[src/rtl/serial_word_assembler_pkg.sv]
// Shared definitions for the serial word assembler: output FSM encoding
// and the width of the bit counter.
package serial_word_assembler_pkg;

    // Output holding register state: EMPTY has no word, FULL holds an unconsumed word.
    typedef enum logic {
        EMPTY = 1'b0,
        FULL  = 1'b1
    } out_state_e;

    // Bit counter width: log2(width)+1, enough to count 0..width-1 for any legal width.
    function automatic int bitcount_width(input int width);
        return $clog2(width) + 1;
    endfunction

endpackage

[src/rtl/serial_word_assembler_shift_counter.sv]
// Shift register plus bit counter. Accepts one bit per qualified cycle and
// reports completion combinationally in the cycle the last bit is accepted,
// together with the completed word, so the consumer can register it on the
// same edge the counter wraps.
module shift_counter
    import serial_word_assembler_pkg::*;
#(
    parameter int WIDTH     = 16,
    parameter int MSB_FIRST = 1
) (
    input  logic                              clk,
    input  logic                              rst_n,
    input  logic                              clr,
    input  logic                              din,
    input  logic                              din_valid,
    output logic [WIDTH-1:0]                  word,
    output logic                              done,
    output logic [bitcount_width(WIDTH)-1:0]  bit_count
);

    localparam int CW = bitcount_width(WIDTH);

    logic [WIDTH-1:0] shreg;
    logic [WIDTH-1:0] shifted;

    // Next shift register value with the current bit inserted in the configured order.
    always_comb begin
        shifted = shreg;
        if (MSB_FIRST != 0) begin
            shifted = {shreg[WIDTH-2:0], din};
        end else begin
            shifted = {din, shreg[WIDTH-1:1]};
        end
    end

    // Completion is the cycle the WIDTH-th bit is accepted; clear suppresses it.
    assign done = din_valid && !clr && (bit_count == CW'(WIDTH - 1));
    assign word = shifted;

    // Shift and count accepted bits; wrap to an empty register on completion.
    always_ff @(posedge clk or negedge rst_n) begin
        if (!rst_n) begin
            shreg     <= '0;
            bit_count <= '0;
        end else if (clr) begin
            shreg     <= '0;
            bit_count <= '0;
        end else if (din_valid) begin
            if (done) begin
                shreg     <= '0;
                bit_count <= '0;
            end else begin
                shreg     <= shifted;
                bit_count <= bit_count + CW'(1);
            end
        end
    end

endmodule

[src/rtl/serial_word_assembler.sv]
// Serial-to-parallel word assembler with a one-word output holding register
// and a sticky overflow flag for words dropped while the output is occupied.
//
// Handshake: DoutValid=1 means Dout holds a word not yet consumed; a word is
// consumed on a rising edge where DoutValid=1 and DoutReady=1. While
// DoutValid=1 and DoutReady=0, Dout and DoutValid hold. DoutReady has no
// effect while DoutValid=0. There is no back-pressure on the serial side: a
// word completing while the held word is not being consumed is dropped and
// Overflow is set.
module serial_word_assembler
    import serial_word_assembler_pkg::*;
#(
    parameter int WIDTH     = 16,
    parameter int MSB_FIRST = 1
) (
    input  logic                              CLK,
    input  logic                              RST,
    input  logic                              Clr,
    input  logic                              Din,
    input  logic                              DinValid,
    output logic [WIDTH-1:0]                  Dout,
    output logic                              DoutValid,
    input  logic                              DoutReady,
    output logic                              Overflow,
    output logic [bitcount_width(WIDTH)-1:0]  BitCount,
    output out_state_e                        dbg_state
);

    logic [WIDTH-1:0] word;
    logic             done;
    out_state_e       state;

    shift_counter #(
        .WIDTH     (WIDTH),
        .MSB_FIRST (MSB_FIRST)
    ) u_shift_counter (
        .clk       (CLK),
        .rst_n     (RST),
        .clr       (Clr),
        .din       (Din),
        .din_valid (DinValid),
        .word      (word),
        .done      (done),
        .bit_count (BitCount)
    );

    // Output FSM: holding register, valid flag and sticky overflow, all registered.
    always_ff @(posedge CLK or negedge RST) begin
        if (!RST) begin
            state     <= EMPTY;
            Dout      <= '0;
            DoutValid <= 1'b0;
            Overflow  <= 1'b0;
        end else if (Clr) begin
            state     <= EMPTY;
            DoutValid <= 1'b0;
            Overflow  <= 1'b0;
        end else begin
            case (state)
                EMPTY: begin
                    if (done) begin
                        state     <= FULL;
                        Dout      <= word;
                        DoutValid <= 1'b1;
                    end
                end
                FULL: begin
                    if (done) begin
                        // Replace only if the held word leaves this edge; else drop the new one.
                        if (DoutReady) begin
                            Dout <= word;
                        end else begin
                            Overflow <= 1'b1;
                        end
                    end else if (DoutReady) begin
                        state     <= EMPTY;
                        DoutValid <= 1'b0;
                    end
                end
                default: begin
                    state     <= EMPTY;
                    DoutValid <= 1'b0;
                end
            endcase
        end
    end

    assign dbg_state = state;

endmodule

[config.mk]
export PLATFORM = sky130hd
export DESIGN_NAME = serial_word_assembler
export DESIGN_NICKNAME = d
export VERILOG_FILES = /design/src/rtl/serial_word_assembler_pkg.sv /design/src/rtl/serial_word_assembler_shift_counter.sv /design/src/rtl/serial_word_assembler.sv
export SDC_FILE = /design/constraint.sdc
export NUM_CORES = 1
export LEC_CHECK = 0
export CAP_MARGIN = 20
export CORE_ASPECT_RATIO = 1.1
export CORE_UTILIZATION = 54
export CTS_CLUSTER_DIAMETER = 60
export DETAILED_ROUTE_END_ITERATION = 10
export PLACE_DENSITY = 0.93
export SYNTH_ARGS = -nofsm -noshare
export SYNTH_HDL_FRONTEND = slang
export SYNTH_SLANG_ARGS = --single-unit
export TNS_END_PERCENT = 1
[constraint.sdc]
create_clock -name CLK -period 2.85 [get_ports CLK]
set_input_delay 0.855 -clock CLK [delete_from_list [all_inputs] [get_ports CLK]]
set_output_delay 0.855 -clock CLK [all_outputs]
set_load 0.01 [all_outputs]
==> metrics.yaml, run 1 <==
antenna_found_initial: 0
period_needed_ns: 2.23
clkPwrFrac: 0.386
yosys.area.top_type: "dfrtp_1"
top_usage_layer: "met2"
min-delay-start: "Dout[7]$_DFFE_PN0P_"
path_max_fanout: 16
cts_buffers: 5
worst-path-buf-inv: 2
overflow: 0
post-place-ws_ns: 0.237
synth-seq-cells: 39
drt_pass1_iterations: 4
fmax_mhz: 449
yosysWarningCount: 0
vias: 984
crit_path_end_kind: "flop"
setup_viol: 0
slowest_delay_ns: 0.61
grt_pass1_vias: 1088
clock-root-buffer: "clkbuf_4"
internal_power_uw: 781
p_comb_frac: 0.044
vias_per_cell: 5.86
hold_buffers: 0
rsz0062_at_grt: "no"
syn-num-nets: 107
max_slew_margin: 0.451
rr_startpoint: "u_shift_counter.bit_count[1]$_DFFE_PN0P_"
leakage_nw: 0.929
tns_ns: 0
row_count: 20
layout_setup_ws_ns: 0.623
vdd_drop_max_mv: 0.432
wl_per_cell_um: 17.3
routed_wl_um: 2910
crit_chain: "clkdlybuf4s50_1 -> nand2_2 -> nor4b_4 -> buf_12 -> mux2_2"
h-tree-depth: 2
drive_above_1_share: 0.230
synth_cell_types: 24
cellPowerDensity_nw_per_um2: 501
ys.flop_type: "dfrtp_1"
num_antenna_cells: 0
dp.final_hpwl_um: 1980
finalMaxSlewViolations: 0
timing.final.hold_violations: 0
worstPathArrival_ns: 2.45
crit_slowest_cell: "clkdlybuf4s50_1"
drv_cap: 0
synthTopCellsByCount: "dfrtp_1, a22o_1, mux2_4, mux2_2"
cts_resized: 0
power_frac_seq: 0.570
status: "completed"
die_area_sq_um: 3090
synth_top_area_frac: 0.629
crit_family: "buffers and inverters"
cts_tree: "built"
synthArstFlopShare: 1.00
drc: 0
core_area_sq_um: 2750
areaGrowthSynthToFinish_pct: 26.7
portBuffers: 29
syn_avg_cell_area_sq_um: 15.5
finClkSkew_ns: 0.0104
grt.met2_usage: 0.385
clockBufferDepth: 2
gp_routability_congestion: 0.729
start_kind: "input pin"
die_h_um: 58.2
synth-seq-area-share: 0.629
clock_latency_ns: 0.34
worst_pin_slew_ns: 0.823
cp-startpoint: "DinValid"
p_sw_uw: 204
postCtsSetupRepairBufs: 0
netlist_area_sq_um: 1550
ant_nets: 0
met1_usage: 0.297
start_util: 0.564
cts_sinks: 39
drt-initial-drc-count: 21
die_x_um: 53.1
switching_share: 0.207
hp-class: "reg -> reg"
io_pins: 30
period_share: 0.781
grt_usage: 0.235
crit_required_ns: 3.07
synthCells: 100
grt_max_degree: 40
synth_edf_count: 0
yosysMostFrequentCell: "dfrtp_1"
grt_pass1_wl_um: 5070
nets: 141
cts.reportedPaths.clkPinSlew_ns: 0.10
crit_type: "in -> reg"
grt_util_met3: 0.0604
netlist_top_cells_area: "dfrtp_1, mux2_4, a22o_1"
-- cells by family (layout without fill, tap and decap cells) --
family / count (synthesis) / count (layout) / share of synthesized area
flip-flops: 39 / 39 / 0.629
AO/OA/AOI/OAI: 20 / 20 / 0.110
adder cells (fa/ha/maj): 1 / 1 / 0.00806
buffers and inverters: 6 / 41 / 0.0218
multiplexers: 18 / 18 / 0.154
XOR/XNOR: 2 / 2 / 0.0113
AND/OR/NAND/NOR: 14 / 14 / 0.0661
-- power by group through the flow --
stage	combinational, mW	sequential [mW]	clock, mW
2_1_floorplan	0.0158	0.573	0
4_1_cts	0.0428	0.562	0.390
6_report	0.0430	0.562	0.381
3_5_place_dp	0.0427	0.572	0
3_3_place_gp	0.0409	0.572	0
5_1_grt	0.0495	0.563	0.409
-- final cells by class --
cell class | instances | area (sq um)
fillers | 199 | 787
flip-flops and latches | 39 | 976
clock inverters | 2 | 35.0
repair buffers | 31 | 313
clock buffers | 6 | 51.3
multi-input cells | 55 | 542
well taps | 33 | 41.3
inverters | 2 | 7.51
-- flip-flops by register name, summed over array words and instances, names as in the netlist --
signal and flops:
dbg_state 1, Overflow 1, DoutValid 1, u_shift_counter.shreg 15, u_shift_counter.bit_count 5, Dout 16
-- cells in the final DEF, fill, tap and decap left out, drive strengths merged --
master and n:
a21oi 1, a22o 15, and3 2, buf 3, bufinv 1, clkbuf 6, clkdlybuf4s50 28, clkinv 1
dfrtp 39, ha 1, inv 2, mux2 17, mux2i 1, nand2 1, nand2b 3, nand3b 1
nand4 2, nor2 3, nor4b 1, o211a 1, o21ai 1, o2bb2ai 1, o311a 1, or3 1
xnor2 1, xor2 1
-- worst paths after layout --
path | to | cells after the start | slack, ns
max in group asynchronous | Dout[7]$_DFFE_PN0P_ | 1 | 1.73
max | Dout[8]$_DFFE_PN0P_ | 5 | 0.62
min in group asynchronous | u_shift_counter.bit_count[4]$_DFFE_PN0P_ | 1 | 0.60
max reg2reg | Dout[8]$_DFFE_PN0P_ | 5 | 1.12
min reg2reg | Dout[7]$_DFFE_PN0P_ | 1 | 0.52
min | Dout[7]$_DFFE_PN0P_ | 1 | 0.52
-- worst reg2reg max path, cell delays in order (launching register included) --
cell and delay, ns:
dfrtp_1 0.42, ha_1 0.24, nand2_2 0.12, nor4b_4 0.28, buf_12 0.21, mux2_2 0.35
-- metrics by stage --
step | hold slack, ns | total power [mW] | area (sq um) | cells | util
final | 0.517 | 0.985 | 1970 | 168 | 0.714
after global routing | 0.541 | 1.02 | 1970 | 168 | 0.714
after CTS | 0.519 | 0.994 | 1960 | 167 | 0.711
after detailed placement | 0.490 | 0.615 | 1870 | 159 | 0.680
after global placement | 0.470 | 0.613 | 1870 | 159 | 0.680
after floorplan | 0.467 | 0.589 | 1550 | 100 | -
-- routing by layer --
layer,part of all wire,vias to the layer above
met3,0.045,7
met2,0.51,36
met4,0.015,0
met5,0,-
met1,0.43,506
li1,-,435
(Power assumes the default switching activity.)
==> run 2: changes to the inputs <==
- CORE_UTILIZATION: 54 -> 45
- PLACE_DENSITY: 0.93 -> 0.84
- clock period: 2.85 -> 1.9 ns (I/O delays scaled with it)
==> run 2 against run 1 <==
Net effect: the run now ends with design-rule violations left; largest cell class unchanged; largest power group unchanged; non-clock buffer count up 9; final area up 4.4%; sequential share of layout area is 2.0 points lower; power up 52%; via count is 2.3% higher.
==> metrics.yaml, run 2 (synthesis gave the netlist of run 1 again) <==
status: "finished, violations left"
violations: "design-rule violations"
drive_above_1_share: 0.292  # +0.0620
die_area_sq_um: 3690  # +19%
vias: 1007  # +2.3%
crit_type: "reg -> out"
drt_pass1_iterations: 8  # +4
clock_latency_ns: 0.35  # about the same
fill_cells: 250  # +26%
hold_buffers: 0  # unchanged
start_kind: "flop"
fin_util: 0.621  # -0.0929
grt_pass1_vias: 1011  # -7.1%
mostFrequentLayoutCells: "dfrtp_1, clkdlybuf4s50_1, a22o_1"
io_pins: 30  # unchanged
hp-class: "in -> async"
worstPathArrival_ns: 1.28  # -1.17 ns
setup_viol: 0  # unchanged
timing.final.hold_violations: 0  # unchanged
start_util: 0.470  # -0.0939
layout.cell_area.non_filler_sq_um: 2050  # +4.4%
reg_top3: "Dout: 16 flops, u_shift_counter.shreg: 15 flops, u_shift_counter.bit_count: 5 flops"
dp.final_hpwl_um: 1990  # +0.60%
cts.reportedPaths.clkPinSlew_ns: 0.11  # about the same
crit_chain: "clkdlybuf4s50_1"
vias_per_cell: 5.59  # -4.5%
grt_pass1_wl_um: 4860  # -4.2%
crit_path_end_kind: "output pin"
finClkSkew_ns: 0.00690  # -0.00354 ns
gp_routability_congestion: 0.807  # +11%
core_area_sq_um: 3300  # +20%
max_slew_margin: 0.584  # +0.133
clockBufferDepth: 2  # unchanged
routed_wl_um: 2860  # -1.7%
antenna_found_initial: 0  # unchanged
h-tree-depth: 2  # unchanged
cts_sinks: 39  # unchanged
top_register: "Dout"
wl_per_cell_um: 15.9  # -8.3%
grt_max_degree: 19  # -53%
worst-path-buf-inv: 1  # -1
worst_pin_slew_ns: 0.623  # -0.200 ns
period_share: 0.971
period_needed_ns: 1.85
clock-root-buffer: "clkbuf_4"
ant_nets: 0  # unchanged
drv_cap: 0  # unchanged
cts_buffers: 5  # unchanged
areaGrowthSynthToFinish_pct: 32.3
crit_family: "buffers and inverters"
die_h_um: 63.6  # +9.2%
die_x_um: 58.0  # +9.2%
r2r_slack_ns: 0.20  # -0.92 ns
finalPower_mw: 1.49  # +52%
finalMaxSlewViolations: 0  # unchanged
crit_required_ns: 1.33  # -1.74 ns
num_antenna_cells: 0  # unchanged
crit_slowest_cell: "clkdlybuf4s50_1"
vdd_drop_max_mv: 0.465  # +7.8%
overflow: 0  # unchanged
path_max_fanout: 3  # -13
cts_tree: "built"
row_count: 22  # +10%
grt_usage: 0.180  # -0.0548
cellPowerDensity_nw_per_um2: 727  # +45%
nets: 150  # +6.4%
place_area_sq_um: 1950  # +4.1%
mostFrequentLayoutCell: "dfrtp_1"
fmax_mhz: 542
leakage_nw: 1.01  # +8.2%
drt-initial-drc-count: 36  # +71%
drc: 4  # +4
largest_reg_flops: 16  # unchanged
portBuffers: 29  # unchanged
slowest_delay_ns: 0.54  # -0.07 ns
[run 2: changes by cell type in the layout (fill, tap and decap cells not counted), sizes merged]
cell / previous run / this run
clkdlybuf4s50: 28 / 24
dlygate4sd2: 0 / 3
buf: 3 / 12
dlymetal6s2s: 0 / 1
[run 2: path summary, 6_finish.rpt]
kind | to | from | cells after the start
worst min register to register | Overflow$_DFFE_PN0P_ | Overflow$_DFFE_PN0P_ | 1
max in group asynchronous | u_shift_counter.shreg[6]$_DFFE_PN0P_ | RST | 2
worst max register to register | Dout[15]$_DFFE_PN0P_ | u_shift_counter.bit_count[0]$_DFFE_PN0P_ | 5
worst max-delay path | DoutValid | DoutValid$_DFFE_PN0P_ | 1
min in group CLK | Overflow$_DFFE_PN0P_ | Overflow$_DFFE_PN0P_ | 1
worst min-delay path | Dout[2]$_DFFE_PN0P_ | RST | 1
[run 2: cell type report]
class / instances / area [sq um] / share of cell area
Tap cell: 36 / 45.0 / 0.0220
Sequential cell: 39 / 977 / 0.476
Clock inverter: 2 / 35.0 / 0.0171
Multi-Input combinational cell: 55 / 544 / 0.265
Clock buffer: 6 / 51.3 / 0.0250
Inverter: 2 / 7.51 / 0.00366
Timing Repair Buffer: 40 / 392 / 0.191
[run 2: power breakdown]
part	internal, mW	switching, mW
registers	0.836	0.00681
logic	0.0322	0.0429
clock network	0.311	0.264
total	1.18	0.314
[run 2: routing by layer]
layer,GRT usage,vias to the layer above,part of all wire
met4,0.0863,0,0.012
met3,0.0595,4,0.049
met2,0.286,26,0.51
met5,0,-,0
met1,0.218,522,0.43
li1,-,455,-
[run 2: timing repair]
item	4_1_cts	5_1_grt
setup endpoints to repair	5	2
setup buffers	1	1
resized for setup	5	1
[run 2: per-stage QoR]
stage	setup TNS, ns	std cells	hold slack [ns]	worst slack (ns)
final	0	180	0.126	0.0548
after global routing	-0.00464	180	0.133	-0.00464
after CTS	0	179	0.135	0.0265
after detailed placement	-9.35	170	0.482	-0.376
after global placement	-7.93	170	0.474	-0.293
after floorplan	0	100	0.274	0.0427
